File: src/rtl/uart_tx_pkg.sv
// uart_tx_pkg: shared types, legal parameter ranges and the frame-length helper
// for the uart_tx_frame transmitter. Parity support is selected with the
// UART_TX_PARITY_EN macro.
package uart_tx_pkg;

  typedef enum logic [2:0] {
    IDLE,
    START,
    DATA,
    PARITY,
    STOP
  } uart_tx_state_t;

  localparam int DATA_W_MIN    = 5;
  localparam int DATA_W_MAX    = 16;
  localparam int STOP_BITS_MIN = 1;
  localparam int STOP_BITS_MAX = 2;

  // Clock cycles occupied by one complete frame, start bit through last stop bit
  function automatic int frame_cycles(input int data_w, input int clks_per_bit,
                                      input int stop_bits, input bit parity_en);
    return (1 + data_w + (parity_en ? 1 : 0) + stop_bits) * clks_per_bit;
  endfunction

endpackage

File: src/rtl/uart_tx_frame_baud_cnt.sv
// uart_baud_cnt: bit-period counter. Counts 0..CLKS_PER_BIT-1 and wraps;
// tick marks the last cycle of each serial bit. clear restarts the period.
module uart_baud_cnt #(
  parameter int CLKS_PER_BIT = 16
) (
  input  logic clk,
  input  logic rst_n,
  input  logic clear,
  output logic tick
);

  localparam int CW = $clog2(CLKS_PER_BIT);
  localparam logic [CW-1:0] LAST = CW'(CLKS_PER_BIT - 1);

  logic [CW-1:0] count_reg;

  // Free-running modulo counter, forced back to zero while cleared
  always_ff @(posedge clk or negedge rst_n) begin
    if (!rst_n) begin
      count_reg <= '0;
    end else if (clear || (count_reg == LAST)) begin
      count_reg <= '0;
    end else begin
      count_reg <= count_reg + CW'(1);
    end
  end

  assign tick = (count_reg == LAST);

endmodule

File: src/rtl/uart_tx_frame.sv
// uart_tx_frame: parametrised UART transmitter with valid/ready handshake and
// gap-free back-to-back frames. Frame: start, DATA_W bits LSB first, optional
// parity bit (UART_TX_PARITY_EN), STOP_BITS stop bits.
module uart_tx_frame
  import uart_tx_pkg::*;
#(
  parameter int DATA_W       = 8,
  parameter int CLKS_PER_BIT = 16,
  parameter int STOP_BITS    = 1
) (
  input  logic              clk,
  input  logic              rst_n,
  input  logic              tx_valid,
  output logic              tx_ready,
  input  logic [DATA_W-1:0] tx_data,
`ifdef UART_TX_PARITY_EN
  input  logic              parity_odd,
`endif
  output logic              tx,
  output logic              tx_busy
);

  localparam int BW = $clog2(DATA_W);

  uart_tx_state_t    state_reg;
  logic [DATA_W-1:0] shift_reg;
  logic [BW-1:0]     bit_cnt_reg;
  logic              tick;
  logic              accept;
  logic              last_stop;
  logic              baud_clear;
`ifdef UART_TX_PARITY_EN
  logic              parity_reg;
`endif

  // The final cycle of the last stop bit may already accept the next word,
  // so a continuous producer sees no idle cycle between frames.
  assign last_stop  = (state_reg == STOP) && (bit_cnt_reg == BW'(STOP_BITS - 1)) && tick;
  assign tx_ready   = (state_reg == IDLE) || last_stop;
  assign accept     = tx_valid && tx_ready;
  assign baud_clear = accept || (state_reg == IDLE);

  uart_baud_cnt #(
    .CLKS_PER_BIT(CLKS_PER_BIT)
  ) u_baud (
    .clk  (clk),
    .rst_n(rst_n),
    .clear(baud_clear),
    .tick (tick)
  );

  // Frame sequencer: state, shift register, bit counter and registered line outputs
  always_ff @(posedge clk or negedge rst_n) begin
    if (!rst_n) begin
      state_reg   <= IDLE;
      shift_reg   <= '0;
      bit_cnt_reg <= '0;
      tx          <= 1'b1;
      tx_busy     <= 1'b0;
`ifdef UART_TX_PARITY_EN
      parity_reg  <= 1'b0;
`endif
    end else if (accept) begin
      state_reg   <= START;
      shift_reg   <= tx_data;
      bit_cnt_reg <= '0;
      tx          <= 1'b0;
      tx_busy     <= 1'b1;
`ifdef UART_TX_PARITY_EN
      parity_reg  <= (^tx_data) ^ parity_odd;
`endif
    end else begin
      case (state_reg)
        IDLE: begin
          tx      <= 1'b1;
          tx_busy <= 1'b0;
        end
        START: begin
          if (tick) begin
            state_reg <= DATA;
            tx        <= shift_reg[0];
          end
        end
        DATA: begin
          if (tick) begin
            if (bit_cnt_reg == BW'(DATA_W - 1)) begin
              bit_cnt_reg <= '0;
`ifdef UART_TX_PARITY_EN
              state_reg   <= PARITY;
              tx          <= parity_reg;
`else
              state_reg   <= STOP;
              tx          <= 1'b1;
`endif
            end else begin
              bit_cnt_reg <= bit_cnt_reg + BW'(1);
              shift_reg   <= shift_reg >> 1;
              tx          <= shift_reg[1];
            end
          end
        end
`ifdef UART_TX_PARITY_EN
        PARITY: begin
          if (tick) begin
            state_reg <= STOP;
            tx        <= 1'b1;
          end
        end
`endif
        STOP: begin
          if (tick) begin
            if (bit_cnt_reg == BW'(STOP_BITS - 1)) begin
              state_reg   <= IDLE;
              bit_cnt_reg <= '0;
              tx          <= 1'b1;
              tx_busy     <= 1'b0;
            end else begin
              bit_cnt_reg <= bit_cnt_reg + BW'(1);
            end
          end
        end
        default: begin
          state_reg <= IDLE;
          tx        <= 1'b1;
          tx_busy   <= 1'b0;
        end
      endcase
    end
  end

endmodule
File: config.mk
export PLATFORM = sky130hd
export DESIGN_NAME = uart_tx_frame
export DESIGN_NICKNAME = d
export VERILOG_FILES = /design/src/rtl/uart_tx_pkg.sv /design/src/rtl/uart_tx_frame_baud_cnt.sv /design/src/rtl/uart_tx_frame.sv
export SDC_FILE = /design/constraint.sdc
export NUM_CORES = 1
export LEC_CHECK = 0
export ABC_AREA = 1
export CORE_MARGIN = 3
export CORE_UTILIZATION = 57
export DETAILED_ROUTE_END_ITERATION = 16
export PLACE_DENSITY_LB_ADDON = 0.08
export SYNTH_ARGS = -nofsm -noshare
export SYNTH_HDL_FRONTEND = slang
export SYNTH_HIERARCHICAL = 1
export SYNTH_SLANG_ARGS = --single-unit
File: constraint.sdc
create_clock -name clk -period 4.42 [get_ports clk]
set_clock_uncertainty 0.05 [all_clocks]
set_input_delay 0.442 -clock clk [delete_from_list [all_inputs] [get_ports clk]]
set_output_delay 0.442 -clock clk [all_outputs]
set_load 0.1 [all_outputs]
==> results of run 1 <==
cells in the mapped netlist:
cell	count
nand4_1	4
nand2_2	2
a21oi_1	3
inv_1	19
o21ai_0	7
a21oi_2	1
nor2_1	7
buf_6	1
nand3_2	2
nor3b_1	1
nand3b_1	2
buf_2	1
ha_1	4
nand2_1	40
dfrtp_1	19
nor2_4	1
nor2_2	2
dfstp_2	1
nand3_1	18
o21bai_4	1
inv_2	4
worst max-delay path, cell delays in order, from the launching register on:
cell and delay [ns]:
dfrtp_1 0.40, ha_1 0.20, nand2_2 0.09, nor2_1 0.21
nand3_2 0.14, a21oi_2 0.17, clkdlybuf4s50_1 1.15
where the power goes:
part	switching, mW	internal, mW
registers	0.0505	0.255
logic	0.285	0.133
clock network	0.0583	0.0918
total	0.394	0.480
layer usage:
metal | part of all wire | global-route usage
met1 | 0.44 | 0.222
met4 | 0.041 | 0.124
met5 | 0 | 0
met3 | 0.033 | 0.0393
met2 | 0.49 | 0.328
worst min-delay path by stage:
stage,from,to,slack [ns]
final,tx$_DFFE_PN1P_,tx$_DFFE_PN1P_,0.43
after global routing,u_baud/count_reg[0]$_DFF_PN0_,u_baud/count_reg[0]$_DFF_PN0_,0.47
after CTS,tx$_DFFE_PN1P_,tx$_DFFE_PN1P_,0.43
after detailed placement,tx$_DFFE_PN1P_,tx$_DFFE_PN1P_,0.41
after global placement,tx$_DFFE_PN1P_,tx$_DFFE_PN1P_,0.40
after floorplan,rst_n,bit_cnt_reg[0]$_DFFE_PN0P_,0.1
kinds of logic after synthesis:
logic type | after synthesis
flip-flops | 20
buffers and inverters | 25
AND/OR/NAND/NOR | 79
AO/OA/AOI/OAI | 12
adder cells (fa/ha/maj) | 4
per-stage QoR:
stage / utilization / hold slack, ns / power (mW) / instances / worst slack [ns]
after floorplan: - / 0.0964 / 0.643 / 140 / 1.77
after global placement: 0.700 / 0.404 / 0.716 / 176 / 1.67
after detailed placement: 0.700 / 0.407 / 0.731 / 176 / 1.62
after CTS: 0.729 / 0.427 / 0.881 / 180 / 1.26
after global routing: 0.729 / 0.468 / 0.948 / 180 / 1.11
final: 0.729 / 0.426 / 0.874 / 180 / 1.27
cells in the final DEF (no fill, tap or decap), types with 3 or more instances in the layout:
master / n
a21oi_1: 3
clkdlybuf4s50_1: 13
inv_1: 19
dfrtp_1: 19
inv_2: 4
ha_1: 4
nor2_1: 7
o21ai_0: 7
nand4_1: 4
clkbuf_4: 3
nand3_1: 18
nand2_1: 40
final cells by class:
cell class | instances | area, µm² | area share
Sequential cell | 20 | 502 | 0.386
Tap cell | 25 | 31.3 | 0.0241
Clock buffer | 3 | 22.5 | 0.0173
Clock inverter | 1 | 30.0 | 0.0231
Timing Repair Buffer | 13 | 130 | 0.100
Multi-Input combinational cell | 95 | 498 | 0.383
Inverter | 23 | 86.3 | 0.0664
==> flow_summary.toml, run 1 <==
[global_routing]
grt_pass1_wl_mm = 3.62
antenna_found_initial = 0
grt_pass1_vias = 905
grt_max_degree = 21
grt_usage = 0.195
grt_overflow = 0

[cells_and_area]
area_growth_pct = 17.9
design_area_mm2 = 0.00130
nets = 171
largest_reg_flops = 8
antenna_cells = 0
fillers = 136
layout-drive-gt1-share = 0.116

[worst_setup_path]
r2r-start = "u_baud/count_reg[0]$_DFF_PN0_"
critPathKind = "reg -> out"
worst-path-max-fanout = 4
cp.arrival_ns = 2.66
rr_endpoint = "u_baud/count_reg[0]$_DFF_PN0_"
worstPathRequired_ns = 3.93
critPathLaunch = "u_baud/count_reg[0]$_DFF_PN0_"
start_kind = "flop"
cp-endpoint = "tx_ready"
r2r.worst_path.cells = 9
worst-r2r-setup-slack_ns = 2.36
endpoint_kind = "primary output"

[floorplanning]
num_io_pins = 14
std_cell_rows = 15
die_h_um = 50.0
die-area_mm2 = 0.00250
core_mm2 = 0.00178
die_x_um = 50.0
start_util = 0.618

[yosys]
synth_seq_cells = 20
synthCells = 140
syn_area_per_cell_um2 = 7.87
synth-simple-area-share = 0.336
yosysUniqueCellTypes = 21
synth-compound-area-share = 0.0704
synthXorXnorAreaFrac = 0
synth.top_cell.area_share = 0.431
synth_top_family_by_area = "simple AND/OR/NAND/NOR gates"
netlist_area_mm2 = 0.00110
yosysTopAreaCell = "dfrtp_1"
yosys-mux-area-fraction = 0
synth_nets = 155
ys_warn_count = 6
ys_seq_area_frac = 0.455
ys_top_cells_by_area = "dfrtp_1 (43%), nand2_1 (14%), nand3_1 (8.2%)"
synth-adder-area-share = 0.0454

[clock_tree]
clk_path_buf_depth = 2
cts_hold_buf = 0
worstSkewPairLatency_ns = 0.31
tritoncts = "yes"
path_clk_slew_ns = 0.12
cts_setup_buffers = 0
cts_sinks = 20
cts-resized-gates = 0
cts_made_buffers = 3
root_buffer = "clkbuf_4"
htree_levels = 1

[drt]
wl_mm = 2.03
via_per_inst = 5.13
drcViolationCount = 0
routedWlPerCell_um = 11.3
vias = 923
ant_nets = 0
drt_iter0_markers = 13
first_pass_iters = 4

[timing]
slew_viol_final = 0
post-route-min-period_ns = 3.15
fin_tns_setup_ns = 0
rsz0062_at_grt = "no"
setup_viol = 0
fmax_mhz = 318
worst_pin_slew_ns = 0.965
hold_viol = 0
maxSlewHeadroom = 0.355
post-route-period-util = 0.712

[power]
p_leak_nw = 0.656
ir_drop_v = 0.000395
power_density_mw_per_mm2 = 673

[placement]
gp_congestion = 0.777
placed_area_mm2 = 0.00125
port_buffers = 13
dp_hpwl_mm = 1.56

[run_status]
run_status = "finished, final reports clean"

[worst_hold_path]
hp-class = "reg -> reg"
holdPathStages = 2

[flow_run]
maxCapViolCount = 0
(Power assumes the default switching activity.)
==> run 2, diff against run 1 <==
--- a/config.mk
+++ b/config.mk
@@ -7,7 +7,7 @@
 export LEC_CHECK = 0
 export ABC_AREA = 1
 export CORE_MARGIN = 3
-export CORE_UTILIZATION = 57
+export CORE_UTILIZATION = 53
 export DETAILED_ROUTE_END_ITERATION = 16
 export PLACE_DENSITY_LB_ADDON = 0.08
 export SYNTH_ARGS = -nofsm -noshare
==> constraint.sdc (replaced) <==
create_clock -name clk -period 3.1 [get_ports clk]
set_clock_uncertainty 0.05 [all_clocks]
set_input_delay 0.31 -clock clk [delete_from_list [all_inputs] [get_ports clk]]
set_output_delay 0.31 -clock clk [all_outputs]
set_load 0.1 [all_outputs]
==> flow_summary.toml, run 2 (synthesized netlist as in run 1, its figures left out) <==
[drt]
vias = 932
routedWlPerCell_um = 11.4
via_per_inst = 5.18
drt_iter0_markers = 23
wl_mm = 2.05
drcViolationCount = 0
ant_nets = 0
first_pass_iters = 4

[floorplanning]
num_io_pins = 14
die_x_um = 51.6
std_cell_rows = 15
die-area_mm2 = 0.00266
core_mm2 = 0.00184
start_util = 0.599
die_h_um = 51.6

[cells_and_area]
fillers = 159
antenna_cells = 0
layout-drive-gt1-share = 0.129
area_growth_pct = 16.0
mostFrequentLayoutCells = "nand2_1 (40), inv_1 (19), dfrtp_1 (19)"
layout_commonest_cell = "nand2_1"
largest_reg_flops = 8
design_area_mm2 = 0.00128
nets = 171

[power]
p_int_mw = 0.620
power_density_mw_per_mm2 = 925
p_leak_nw = 0.651
p_sw_mw = 0.563
power_frac_seq = 0.367
ir_drop_v = 0.000534
sw_frac_of_total = 0.476
power_frac_clock = 0.129
pwr-share-comb = 0.504

[clock_tree]
root_buffer = "clkbuf_4"
tritoncts = "yes"
cts_made_buffers = 3
clk_path_buf_depth = 2
cts-resized-gates = 0
cts_setup_buffers = 0
worstSkewPairLatency_ns = 0.30
cts_hold_buf = 0
cts_sinks = 20
path_clk_slew_ns = 0.11
htree_levels = 1

[timing]
slew_viol_final = 0
hold_ws_ns = 0.423
setup_viol = 0
post-route-period-util = 0.714
fin_tns_setup_ns = 0
worst_pin_slew_ns = 0.970
rsz0062_at_grt = "no"
post-route-min-period_ns = 2.21
fmax_mhz = 452
hold_viol = 0
maxSlewHeadroom = 0.351

[global_routing]
antenna_found_initial = 0
grt_max_degree = 21
grt_pass1_vias = 867
grt_pass1_wl_mm = 3.62
grt_overflow = 0
grt_usage = 0.184

[placement]
placed_area_mm2 = 0.00124
port_buffers = 13
gp_congestion = 0.840
dp_hpwl_mm = 1.58

[flow_run]
maxCapViolCount = 0

[worst_setup_path]
critPathKind = "reg -> out"
cp.arrival_ns = 1.85
worstPathRequired_ns = 2.74
endpoint_kind = "primary output"
worst-path-max-fanout = 4
start_kind = "flop"

[worst_hold_path]
hp-class = "reg -> reg"

[run_status]
run_status = "finished, final reports clean"
run 2: cell count changes in the layout (fill, tap and decap cells not counted):
cell and delta:
buf_4 +2, bufinv_16 -1, clkbuf_8 +1, clkdlybuf4s50_1 -2
run 2: area by class of cell:
type | instances | area [µm²] | area share
timing repair buffer | 13 | 125 | 0.0978
inverter | 23 | 86.3 | 0.0675
sequential | 20 | 502 | 0.392
clock buffer | 4 | 36.3 | 0.0284
multi-input combinational | 95 | 498 | 0.389
tap | 25 | 31.3 | 0.0245
run 2: power by group through the flow:
stage	Combinational, mW	Sequential (mW)	Clock (mW)
2_1_floorplan	0.402	0.515	0
3_3_place_gp	0.587	0.435	0
3_5_place_dp	0.599	0.439	0
4_1_cts	0.600	0.434	0.158
5_1_grt	0.666	0.447	0.169
6_report	0.597	0.434	0.152
run 2: path summary, 6_finish.rpt:
kind | startpoint | to | slack (ns) | cells past startpoint
hold reg to reg | tx$_DFFE_PN1P_ | tx$_DFFE_PN1P_ | 0.42 | 2
setup / recovery | u_baud/count_reg[0]$_DFF_PN0_ | tx_ready | 0.89 | 6
min in group asynchronous | rst_n | u_baud/count_reg[3]$_DFF_PN0_ | 0.45 | 1
max in group asynchronous | rst_n | shift_reg[7]$_DFFE_PN0P_ | 2.00 | 1
hold / removal | tx$_DFFE_PN1P_ | tx$_DFFE_PN1P_ | 0.42 | 2
setup reg to reg | u_baud/count_reg[0]$_DFF_PN0_ | u_baud/count_reg[1]$_DFF_PN0_ | 1.06 | 9
run 2: layer usage:
metal  GRT usage  wire [µm]  vias up
li1            -          -      476
met1       0.239        967      433
met2       0.297        946       18
met3      0.0372         91        5
met4      0.0786         40        0
met5           0          0        -
run 2: worst max-delay path, stage by stage (launching register included):
cell,delay (ns)
dfrtp_1,0.41
ha_1,0.20
nand2_2,0.09
nor2_1,0.20
nand3_2,0.15
a21oi_2,0.19
buf_4,0.32
run 2: stage by stage:
step | total power [mW] | setup slack, ns | utilization | instances
global placement | 1.02 | 1.21 | 0.676 | 176
global route | 1.28 | 0.717 | 0.695 | 180
CTS | 1.19 | 0.881 | 0.695 | 180
detailed placement | 1.04 | 1.09 | 0.676 | 176
floorplan | 0.917 | 0.447 | - | 140
finish | 1.18 | 0.886 | 0.695 | 180
